==> src/rtl/pipe_hazard_ctrl.sv <==
// Pipeline control for the 5-stage Y86-64 core: per-stage stall/bubble, post-reset flush, RUN/HALTED FSM, perf counters.
// Latency: stall/bubble/set_cc are combinational from the stage registers; halted/halt_stat/counters are registered (1 cycle).
// Backpressure: this block is the backpressure source; F_stall/D_stall/W_stall hold stages, bubbles inject nops.
//
// Ports:
//   clk, reset                      clock and synchronous active-high reset
//   D_icode, d_srcA, d_srcB         decode-stage instruction and source registers (4'hf = none)
//   E_icode, E_dstM, e_Cnd          execute-stage instruction, load destination, jump condition
//   M_icode, m_stat, W_stat         memory-stage instruction/status, writeback status
//   F_stall..W_stall, set_cc        stage-register controls
//   halted, halt_stat               core stopped, and the status that stopped it
//   cyc_cnt, stall_cnt, mispred_cnt saturating RUN-only performance counters
module pipe_hazard_ctrl #(
  parameter int FLUSH_CYCLES = 5,
  parameter int CNT_W        = 32
) (
  input  logic             clk,
  input  logic             reset,
  input  logic [3:0]       D_icode,
  input  logic [3:0]       d_srcA,
  input  logic [3:0]       d_srcB,
  input  logic [3:0]       E_icode,
  input  logic [3:0]       E_dstM,
  input  logic             e_Cnd,
  input  logic [3:0]       M_icode,
  input  logic [3:0]       m_stat,
  input  logic [3:0]       W_stat,
  output logic             F_stall,
  output logic             D_stall,
  output logic             D_bubble,
  output logic             E_bubble,
  output logic             M_bubble,
  output logic             W_stall,
  output logic             set_cc,
  output logic             halted,
  output logic [3:0]       halt_stat,
  output logic [CNT_W-1:0] cyc_cnt,
  output logic [CNT_W-1:0] stall_cnt,
  output logic [CNT_W-1:0] mispred_cnt
);

  localparam logic [3:0] I_MRMOV = 4'h5;
  localparam logic [3:0] I_OPQ   = 4'h6;
  localparam logic [3:0] I_JXX   = 4'h7;
  localparam logic [3:0] I_RET   = 4'h9;
  localparam logic [3:0] I_POP   = 4'hb;
  localparam logic [3:0] R_NONE  = 4'hf;
  localparam logic [3:0] S_AOK   = 4'h1;
  localparam logic [3:0] S_HLT   = 4'h2;
  localparam logic [3:0] S_ADR   = 4'h3;
  localparam logic [3:0] S_INS   = 4'h4;

  // A zero-length flush is treated as a single flush cycle.
  localparam int FLUSH_LAST = (FLUSH_CYCLES <= 1) ? 0 : FLUSH_CYCLES - 1;
  localparam int FCW        = (FLUSH_LAST < 2) ? 1 : $clog2(FLUSH_LAST + 1);

  typedef enum logic [1:0] {
    ST_FLUSH  = 2'd0,
    ST_RUN    = 2'd1,
    ST_HALTED = 2'd2
  } state_t;

  state_t         state_q;
  state_t         state_d;
  logic [FCW-1:0] flush_cnt;

  logic lu;
  logic ret;
  logic mis;
  logic ex_m;
  logic ex_w;

  function automatic logic is_exc(input logic [3:0] s);
    return (s == S_HLT) || (s == S_ADR) || (s == S_INS);
  endfunction

  always_comb begin
    lu   = ((E_icode == I_MRMOV) || (E_icode == I_POP)) && (E_dstM != R_NONE) &&
           ((E_dstM == d_srcA) || (E_dstM == d_srcB));
    ret  = (D_icode == I_RET) || (E_icode == I_RET) || (M_icode == I_RET);
    mis  = (E_icode == I_JXX) && !e_Cnd;
    ex_m = is_exc(m_stat);
    ex_w = is_exc(W_stat);
  end

  always_comb begin
    state_d  = state_q;
    F_stall  = 1'b1;
    D_stall  = 1'b0;
    D_bubble = 1'b1;
    E_bubble = 1'b1;
    M_bubble = 1'b1;
    W_stall  = 1'b0;
    set_cc   = 1'b0;
    // The reset cycle drives flush controls whatever the stale state says.
    if (!reset) begin
      unique case (state_q)
        ST_FLUSH: begin
          if (flush_cnt == FCW'(FLUSH_LAST)) state_d = ST_RUN;
        end
        ST_RUN: begin
          F_stall  = lu | ret;
          D_stall  = lu;
          // A load/use stall holds D, so a ret in the pipe must not also bubble it.
          D_bubble = mis | (!lu & ret);
          E_bubble = mis | lu;
          M_bubble = ex_m | ex_w;
          W_stall  = ex_w;
          set_cc   = (E_icode == I_OPQ) & !ex_m & !ex_w;
          if (ex_w) state_d = ST_HALTED;
        end
        ST_HALTED: begin
          D_stall  = 1'b1;
          D_bubble = 1'b0;
          W_stall  = 1'b1;
        end
        default: state_d = ST_FLUSH;
      endcase
    end
  end

  always_ff @(posedge clk) begin
    if (reset) begin
      state_q     <= ST_FLUSH;
      flush_cnt   <= '0;
      halted      <= 1'b0;
      halt_stat   <= S_AOK;
      cyc_cnt     <= '0;
      stall_cnt   <= '0;
      mispred_cnt <= '0;
    end else begin
      state_q <= state_d;
      if (state_q == ST_FLUSH) flush_cnt <= flush_cnt + 1'b1;
      if (state_q == ST_RUN) begin
        if (cyc_cnt != '1) cyc_cnt <= cyc_cnt + 1'b1;
        if (lu && stall_cnt != '1) stall_cnt <= stall_cnt + 1'b1;
        if (mis && mispred_cnt != '1) mispred_cnt <= mispred_cnt + 1'b1;
        if (ex_w) begin
          halted    <= 1'b1;
          halt_stat <= W_stat;
        end
      end
    end
  end

endmodule

==> config.mk <==
export PLATFORM = sky130hd
export DESIGN_NAME = pipe_hazard_ctrl
export DESIGN_NICKNAME = d
export VERILOG_FILES = /design/src/rtl/pipe_hazard_ctrl.sv
export SDC_FILE = /design/constraint.sdc
export NUM_CORES = 1
export LEC_CHECK = 0
export ABC_AREA = 1
export BUFFER_PORTS_ARGS = -buffer_cell sky130_fd_sc_hd__buf_2
export CORE_MARGIN = 2
export CORE_UTILIZATION = 40
export DETAILED_ROUTE_END_ITERATION = 6
export HOLD_SLACK_MARGIN = 0.15
export PLACE_DENSITY = 0.61
export RECOVER_POWER = 50
export SLEW_MARGIN = 20
export SYNTH_ARGS = -nofsm -noshare
export SYNTH_HDL_FRONTEND = slang
export SYNTH_SLANG_ARGS = --single-unit
==> constraint.sdc <==
create_clock -name clk -period 6.8 [get_ports clk]
set_input_delay 2.04 -clock clk [delete_from_list [all_inputs] [get_ports clk]]
set_output_delay 2.04 -clock clk [all_outputs]
set_load 0.02 [all_outputs]
==> summary by stage, run 1 <==
Clocking
The number of buffers inserted by post-CTS setup repair is 0. Counting the buffers created by CTS gives 9. The TritonCTS clock tree is yes. The later-pin clock latency in the skew report is between 0.3 and 0.4 ns. For this design, the CTS-stage hold fixing added 0 buffers. After clock tree synthesis, the repair step resized 0 gates. The level count of the clock H-tree is 3.

In this run the clock root is driven by a sky130_fd_sc_hd__clkbuf_16. After clock tree synthesis, the clock-pin slew on the worst setup and hold paths is about 0.070 ns. No sink is reached through more buffers than the 2 on the longest clock path. The CTS sink count is 106.

Floorplan
The number of rows created at floorplan is between 40 and 50. In this run the vertical extent of the chip is about 130 um. The floorplan core area is approximately 17000 um2.

143 I/O pins were placed. The initial core utilization is between 40 and 50%. The die covers about 18000 um2.

The x dimension of the die is 134 um.

Hold path
The worst-case hold path end point is halt_stat[0]. The tightest min-delay check is of the reg -> reg type. The worst hold path passes through 2 cells. The startpoint of the lowest-slack hold path is halt_stat[0].

Timing
The worst pin sits at a relative slew slack of -24.6%. The setup total negative slack is 0 ns. Setup violations remaining at the end of the flow were counted as 0. The maximum operating frequency is around 180 MHz.

The max-slew violation count is between 40 and 50. The hold violation total from the final report is 0. The final critical path time including I/O delays and setup is 5.61 ns. Setup repair after global routing left no endpoint under its margin. The transition at the pin with the smallest max-transition slack is ~1.9 ns.

The final worst-path cycle share is between 80% and 90%. The clock tree skew after final layout is approximately 0.0081 ns.

Finish
The fraction of layout instances using a drive strength above 1 is between 9 and 10%. The multi-input combinational cells in the finished layout cover a total of 4170 um2. The final net count is roughly 1.3k. The antenna diode instance count is 0. The cell area after layout is 7850 um2.

After filler insertion, the fill cell instance count of the layout stands at ~1.9k. In the final layout, flip-flops and latches occupy ~2100 um2. From synthesis to final layout, the design area changed by 15.7%.

Setup path
The worst register-to-register path begins at state_q[1]. Along the worst path, the maximum fanout reaches 25. The type of the worst setup path is in -> out.

The endpoint class of the critical path is an output port. In this run the register-to-register setup slack is 3.89 ns. The worst-case reg-to-reg path depth is 8.

At the worst endpoint, the required time is 4.76 ns. The endpoint identified for the worst register-to-register timing path is mispred_cnt[10]. Data on the critical path arrives at its endpoint at between 3 and 4 ns. STA classifies the critical path startpoint as an input port.

Logic synthesis
Synthesis handed over a netlist of between 1k and 1.5k instances. In the post-synthesis netlist, the biggest area contributors are sky130_fd_sc_hd__dfxtp_1, sky130_fd_sc_hd__nand2_1, sky130_fd_sc_hd__nor2_1, sky130_fd_sc_hd__a21oi_1, sky130_fd_sc_hd__inv_1. The synthesized area per cell is 6.01 um2. The number of storage elements in the synthesis netlist is between 100 and 150. sky130_fd_sc_hd__dfxtp_1 takes more of the synthesized area than any other cell. The summed instance area of the synthesized netlist is between 6000 and 7000 um2.

The net count after synthesis is 1173. The number of warnings printed during yosys synthesis is 0. Summed over its instances, the top area cell type makes up between 30 and 40% of the synthesized netlist area. Summing the sequential cell areas from Yosys gives 31.3% of the chip area. After synthesis, the netlist uses 37 different library cells.

Power
The proportion of power drawn by flip-flops and latches is 46.0%. VDD sags by at most 0.141 mV. In this run, the combinational gates consume 13.5% of the power.

The power per standard cell area is approximately 180 nW/um2. The internal power component is a little over 1 mW. The clock network accounts for 40.4% of the total power. The leakage power summed over all cells is between 2 and 3 nW. The net switching power is 388 uW. The share of total power consumed by net switching is 27.6%.

Global routing
The total track usage is between 20% and 30%. The wire length of the first global-routing pass is around 31000 um. The largest net degree at the start of global routing is slightly above 40. The number of global-route vias before repair is approximately 6.3k. The number of antenna violations at the first check in global routing is 0. After global routing the overflow that remains totals 0.

Run status
The final reports fail on capacitance limit, slew limit. The run finished, with violations left.

Route
In the routed design, unresolved DRC markers number 0. In the routed layout, each cell is associated on average with a via count of approximately 4.8. The total vias in the final route is roughly 7.1k. The first routing iteration left around 500 violations. The detail route stage leaves a number of antenna-violating nets equal to 0. Summed over all layers, the routed wires come to between 15000 and 20000 um. In the final routed layout, each cell accounts on average for 13.0 um.

The first detailed-routing pass ran for 5 iterations.

Place
The placed wire-length estimate is 14600 um. The cell area after placement is roughly 7600 um2. The count of port buffers added during placement is between 100 and 150.

The congestion estimate from routability-driven global placement came to around 0.9.

Flow run
The max-capacitance violation count is 1.
[worst max-delay path by stage]
| stage | start | end | slack, ns | depth (start not counted) |
|---|---|---|---|---|
| after floorplan | E_icode[1] | D_stall | 1.40 | 6 |
| after global placement | E_dstM[2] | D_stall | 1.19 | 10 |
| after detailed placement | E_icode[2] | D_stall | 1.17 | 7 |
| after CTS | E_icode[2] | D_stall | 1.17 | 7 |
| after global routing | E_dstM[2] | D_stall | 1.02 | 10 |
| final | reset | D_stall | 1.19 | 4 |
[routing by layer]
metal / share of wire (%) / wire (um) / global-route usage (%)
met5: 0 / 0 / 0
met1: 50 / 9650 / 30.2
met2: 44 / 8560 / 34.3
met3: 4.2 / 816 / 2.95
met4: 1.2 / 228 / 6.32
[sequential cells by signal (all words and copies together), names as in the netlist]
register,flops
flush_cnt,3
stall_cnt,32
mispred_cnt,32
halt_stat,4
cyc_cnt,32
state_q,2
halted,1
[power groups by stage]
stage | combinational (mW) | sequential [mW] | clock (mW)
6_report | 0.190 | 0.646 | 0.568
4_1_cts | 0.194 | 0.647 | 0.580
3_3_place_gp | 0.192 | 0.661 | 0
5_1_grt | 0.219 | 0.649 | 0.601
2_1_floorplan | 0.146 | 0.664 | 0
3_5_place_dp | 0.193 | 0.661 | 0
[through the flow]
stage	utilization (%)	std cells	worst slack, ns	hold WS [ns]	total power, mW
finish	47.3	1481	1.19	0.458	1.40
global route	47.3	1481	1.02	0.490	1.47
CTS	47.9	1481	1.17	0.458	1.42
detailed placement	46.1	1467	1.17	0.440	0.854
global placement	46.1	1467	1.19	0.439	0.853
floorplan	-	1129	1.40	0.451	0.810
[cell type report]
cell class / instances / area share (%)
clock buffers: 11 / 3.09
well taps: 220 / 3.51
flip-flops and latches: 106 / 27.0
clock inverters: 3 / 0.829
inverters: 89 / 4.25
multi-input cells: 907 / 53.1
repair buffers: 145 / 8.14
[Yosys cell counts]
cell                         n
sky130_fd_sc_hd__nor2_4      2
sky130_fd_sc_hd__buf_1       2
sky130_fd_sc_hd__a211oi_1    2
sky130_fd_sc_hd__nor3_4      2
sky130_fd_sc_hd__nor3_2      1
sky130_fd_sc_hd__nor3_1     26
sky130_fd_sc_hd__xnor2_1    20
sky130_fd_sc_hd__o21ai_0    11
sky130_fd_sc_hd__nand4_1    12
sky130_fd_sc_hd__o211a_1     1
sky130_fd_sc_hd__buf_4       5
sky130_fd_sc_hd__nand3b_1   10
sky130_fd_sc_hd__o211ai_1    1
sky130_fd_sc_hd__buf_2       5
sky130_fd_sc_hd__inv_1      82
sky130_fd_sc_hd__nand2_4     2
sky130_fd_sc_hd__nand2_1   428
sky130_fd_sc_hd__clkbuf_1   12
sky130_fd_sc_hd__and2_1      1
sky130_fd_sc_hd__and3_1      1
sky130_fd_sc_hd__nand3_1    41
sky130_fd_sc_hd__nor4_1      1
sky130_fd_sc_hd__dfxtp_1   106
sky130_fd_sc_hd__buf_8       1
sky130_fd_sc_hd__a21oi_1    72
sky130_fd_sc_hd__xor2_1     30
sky130_fd_sc_hd__nand3_2     3
sky130_fd_sc_hd__o21a_1      1
sky130_fd_sc_hd__or2_2       2
sky130_fd_sc_hd__nand2_2     6
sky130_fd_sc_hd__clkbuf_2    1
sky130_fd_sc_hd__nor2_1    210
sky130_fd_sc_hd__buf_12      1
sky130_fd_sc_hd__nor2_2      2
sky130_fd_sc_hd__a21oi_2    10
sky130_fd_sc_hd__inv_2       7
sky130_fd_sc_hd__ha_1        9
[cell families (layout without fill, tap and decap cells)]
kind of cell,count (synthesis),in the layout,share of synthesized area [%]
xor+xnor,50,50,6.46
fa+ha+maj,9,9,1.66
buf+inv,116,248,7.21
flops,106,106,31.3
simple gates,750,750,45.4
compound gates,98,98,8.00
[placed cells by master, fill, tap and decap left out, drive strengths merged, types with 2 or more instances in the layout]
master / count
ha: 9
nand2: 436
inv: 89
nor2: 214
xor2: 30
a211oi: 2
or2: 2
clkbuf: 82
xnor2: 20
nand3: 44
nand4: 12
dfxtp: 106
bufinv: 2
nand3b: 10
a21oi: 82
nor3: 29
o21ai: 11
buf: 74
[worst max-delay path, cell delays in order]
cell and delay (ns):
sky130_fd_sc_hd__clkbuf_1 0.80, sky130_fd_sc_hd__buf_4 0.45, sky130_fd_sc_hd__a211oi_1 0.09, sky130_fd_sc_hd__buf_2 0.18
No activity file was read; power rests on OpenSTA's default activity.
==> inputs of run 2 (changes only) <==
PLACE_DENSITY = 0.63   (was 0.61)
clock period = 4.78 ns   (was 6.8 ns; I/O delays follow)
==> summary by stage, run 2 (synthesized netlist as in run 1, its figures left out) <==
Run status
The run finished, with violations left. The final reports fail on capacitance limit, slew limit.

Hold path
The tightest min-delay check is of the reg -> reg type. The worst-case hold path end point is halt_stat[3]. The startpoint identified for the worst hold timing path is halt_stat[3]. The hold path depth is 2 (unchanged).

Floorplan
The number of rows created at floorplan is 47 (unchanged). The x dimension of the die came to 134 um (unchanged). The initial core utilization came to 40.9% (unchanged). The floorplan core area came to 16600 um2 (unchanged). The die height is 134 um (unchanged).

The die footprint is 18000 um2 (unchanged). The number of top-level pins is 143 (unchanged).

Route
The total vias in the final route is 7182 (+1.6%). The total routed wirelength is 19100 um (-0.81%). The violation count after the first detailed-route iteration is 482 (-4.6%). The post-detailed-route count of antenna-violating nets is 0 (unchanged). The average detailed-routed wire length per instance is 12.9 um (-1.1%). The total DRC errors in the routed layout came to 0 (unchanged).

The detailed-routing iteration count for the pre-antenna-repair pass is 5 (unchanged). The number of vias per cell is 4.83 (+1.3%).

Clocking
The deepest clock path buffer count is 2 (unchanged). The number of gates resized after cts is 0 (unchanged). The number of buffers added to fix hold violations after cts is 0 (unchanged). In this run the clock root is driven by a sky130_fd_sc_hd__clkbuf_16. The clock edge transition at the registers on the reported setup and hold paths is 0.07 ns (about the same).

The TritonCTS clock tree is yes. The number of buffers inserted by post-CTS setup repair is 0 (unchanged). The clock buffer count from CTS is 9 (unchanged). The CTS sink count is 106 (unchanged). The later-pin clock latency in the skew report is 0.35 ns (about the same). The level count of the clock H-tree is 3 (unchanged).

Setup path
STA classifies the critical path startpoint as an input port. The worst-case reg-to-reg path depth is 10 (+2). STA classifies the critical path endpoint as an output port. The maximum net fanout on the critical path came to 3 (-88%).

The startpoint of the worst register-to-register path is mispred_cnt[0]. By startpoint and endpoint, the worst setup path is classified as in -> out. The register-to-register path setup slack is 2.17 ns (-1.72 ns). The critical register-to-register path endpoint is mispred_cnt[20]. The required time at the worst-slack endpoint is 3.35 ns (-1.41 ns). The worst endpoint data arrival time is 2.75 ns (-0.82 ns).

Global routing
The number of antenna violations at the first check in global routing is 0 (unchanged). The number of global-route vias before repair is 6254 (-0.92%). The wire length of the first global-routing pass is 31000 um (-1.2%). The largest net degree at the start of global routing came to 42 (+2.4%). The total global routing overflow is 0 (unchanged).

The total track usage came to 21.1% (-0.38 points).

Place
The count of port buffers added during placement is 142 (unchanged). The placer congestion estimate is 0.935 (+1.4%). The placed wire-length estimate is 14600 um (about the same). The cell area after placement is 7660 um2 (+0.29%).

Finish
The antenna diode instance count came to 0 (unchanged). The most common cell after layout, fill and taps aside is sky130_fd_sc_hd__nand2_1. The fraction of layout instances using a drive strength above 1 is 8.61% (-1.2 points). In the final layout, the registers with the most flip-flops are cyc_cnt (32), mispred_cnt (32), stall_cnt (32). The library cells used most frequently in the layout, excluding fill and tap cells, are sky130_fd_sc_hd__nand2_1, sky130_fd_sc_hd__nor2_1, sky130_fd_sc_hd__dfxtp_1. The cell area after layout was 7850 um2 (about the same). The signed area change from the synthesized netlist to the final layout was 15.7% (about the same). The final net count was 1305 (+0.23%).

Timing
The transition at the pin with the smallest max-transition slack is 1.98 ns (+0.107 ns). The clock tree skew after final layout is 0.00692 ns (-0.00116 ns). Timing would allow up to approximately 240 MHz. The max-slew headroom at the worst pin is -31.7% (-7.1 points). The hold violation total from the final report came to 0 (unchanged). The setup total negative slack was 0 ns (unchanged).

The max-slew violation count is 41 (unchanged). Of the available clock period, the critical path in the final layout requires 87.6%. The final count of negative-setup-slack endpoints is 0 (unchanged).

Setup repair after global routing left no endpoint under its margin. The routed design could run at a clock period as short as 4.19 ns. The hold slack came to 0.457 ns (-0.00120 ns).

Power
The leakage power summed over all cells came to 2.84 nW (-2.8%). The worst-case vdd ir drop is 0.175 mV (+24%). The power per standard cell area came to 252 nW/um2 (+41%).

Flow run
The max-capacitance violation count is 1 (unchanged).
run 2: area by class of cell:
class,instances,area (um2)
timing repair buffer,148,638
inverter,89,334
clock buffer,10,239
clock inverter,6,65.1
sequential,106,2120
fill,1898,8740
multi-input combinational,907,4170
tap,220,275
run 2: worst max path at each step:
stage	endpoint	cells after the start	startpoint	slack [ns]
after global placement	set_cc	7	m_stat[2]	0.59
after detailed placement	W_stall	7	W_stat[2]	0.62
after CTS	set_cc	7	W_stat[2]	0.61
after global routing	set_cc	7	W_stat[2]	0.43
final	set_cc	7	W_stat[2]	0.59
after floorplan	D_stall	6	E_icode[1]	0.60
run 2: power by group:
group / internal [mW] / switching, mW / leakage (nW) / total [mW]
combinational: 0.0797 / 0.198 / 1.83 / 0.278
sequential: 0.903 / 0.0170 / 0.855 / 0.920
clock: 0.422 / 0.354 / 0.149 / 0.776
run 2: worst max-delay path: stages:
cell	delay, ns
sky130_fd_sc_hd__clkbuf_1	0.09
sky130_fd_sc_hd__inv_1	0.05
sky130_fd_sc_hd__nor2_1	0.03
sky130_fd_sc_hd__o21ai_0	0.38
sky130_fd_sc_hd__nand4_1	0.20
sky130_fd_sc_hd__nor4_1	0.32
sky130_fd_sc_hd__buf_2	0.24
run 2: layer usage:
metal | routed length (um) | track usage, % | vias up
met5 | 0 | 0 | -
met4 | 278 | 6.14 | 0
met3 | 753 | 2.91 | 16
met2 | 8240 | 32.2 | 147
met1 | 9840 | 30.9 | 3218
li1 | - | - | 3801
run 2: per-stage QoR:
stage	cells	power (mW)	setup slack (ns)	util (%)
floorplan	1129	1.15	0.597	-
global placement	1470	1.22	0.588	46.2
detailed placement	1470	1.22	0.618	46.2
CTS	1486	2.00	0.615	48.0
global route	1486	2.07	0.426	47.3
finish	1486	1.97	0.594	47.3
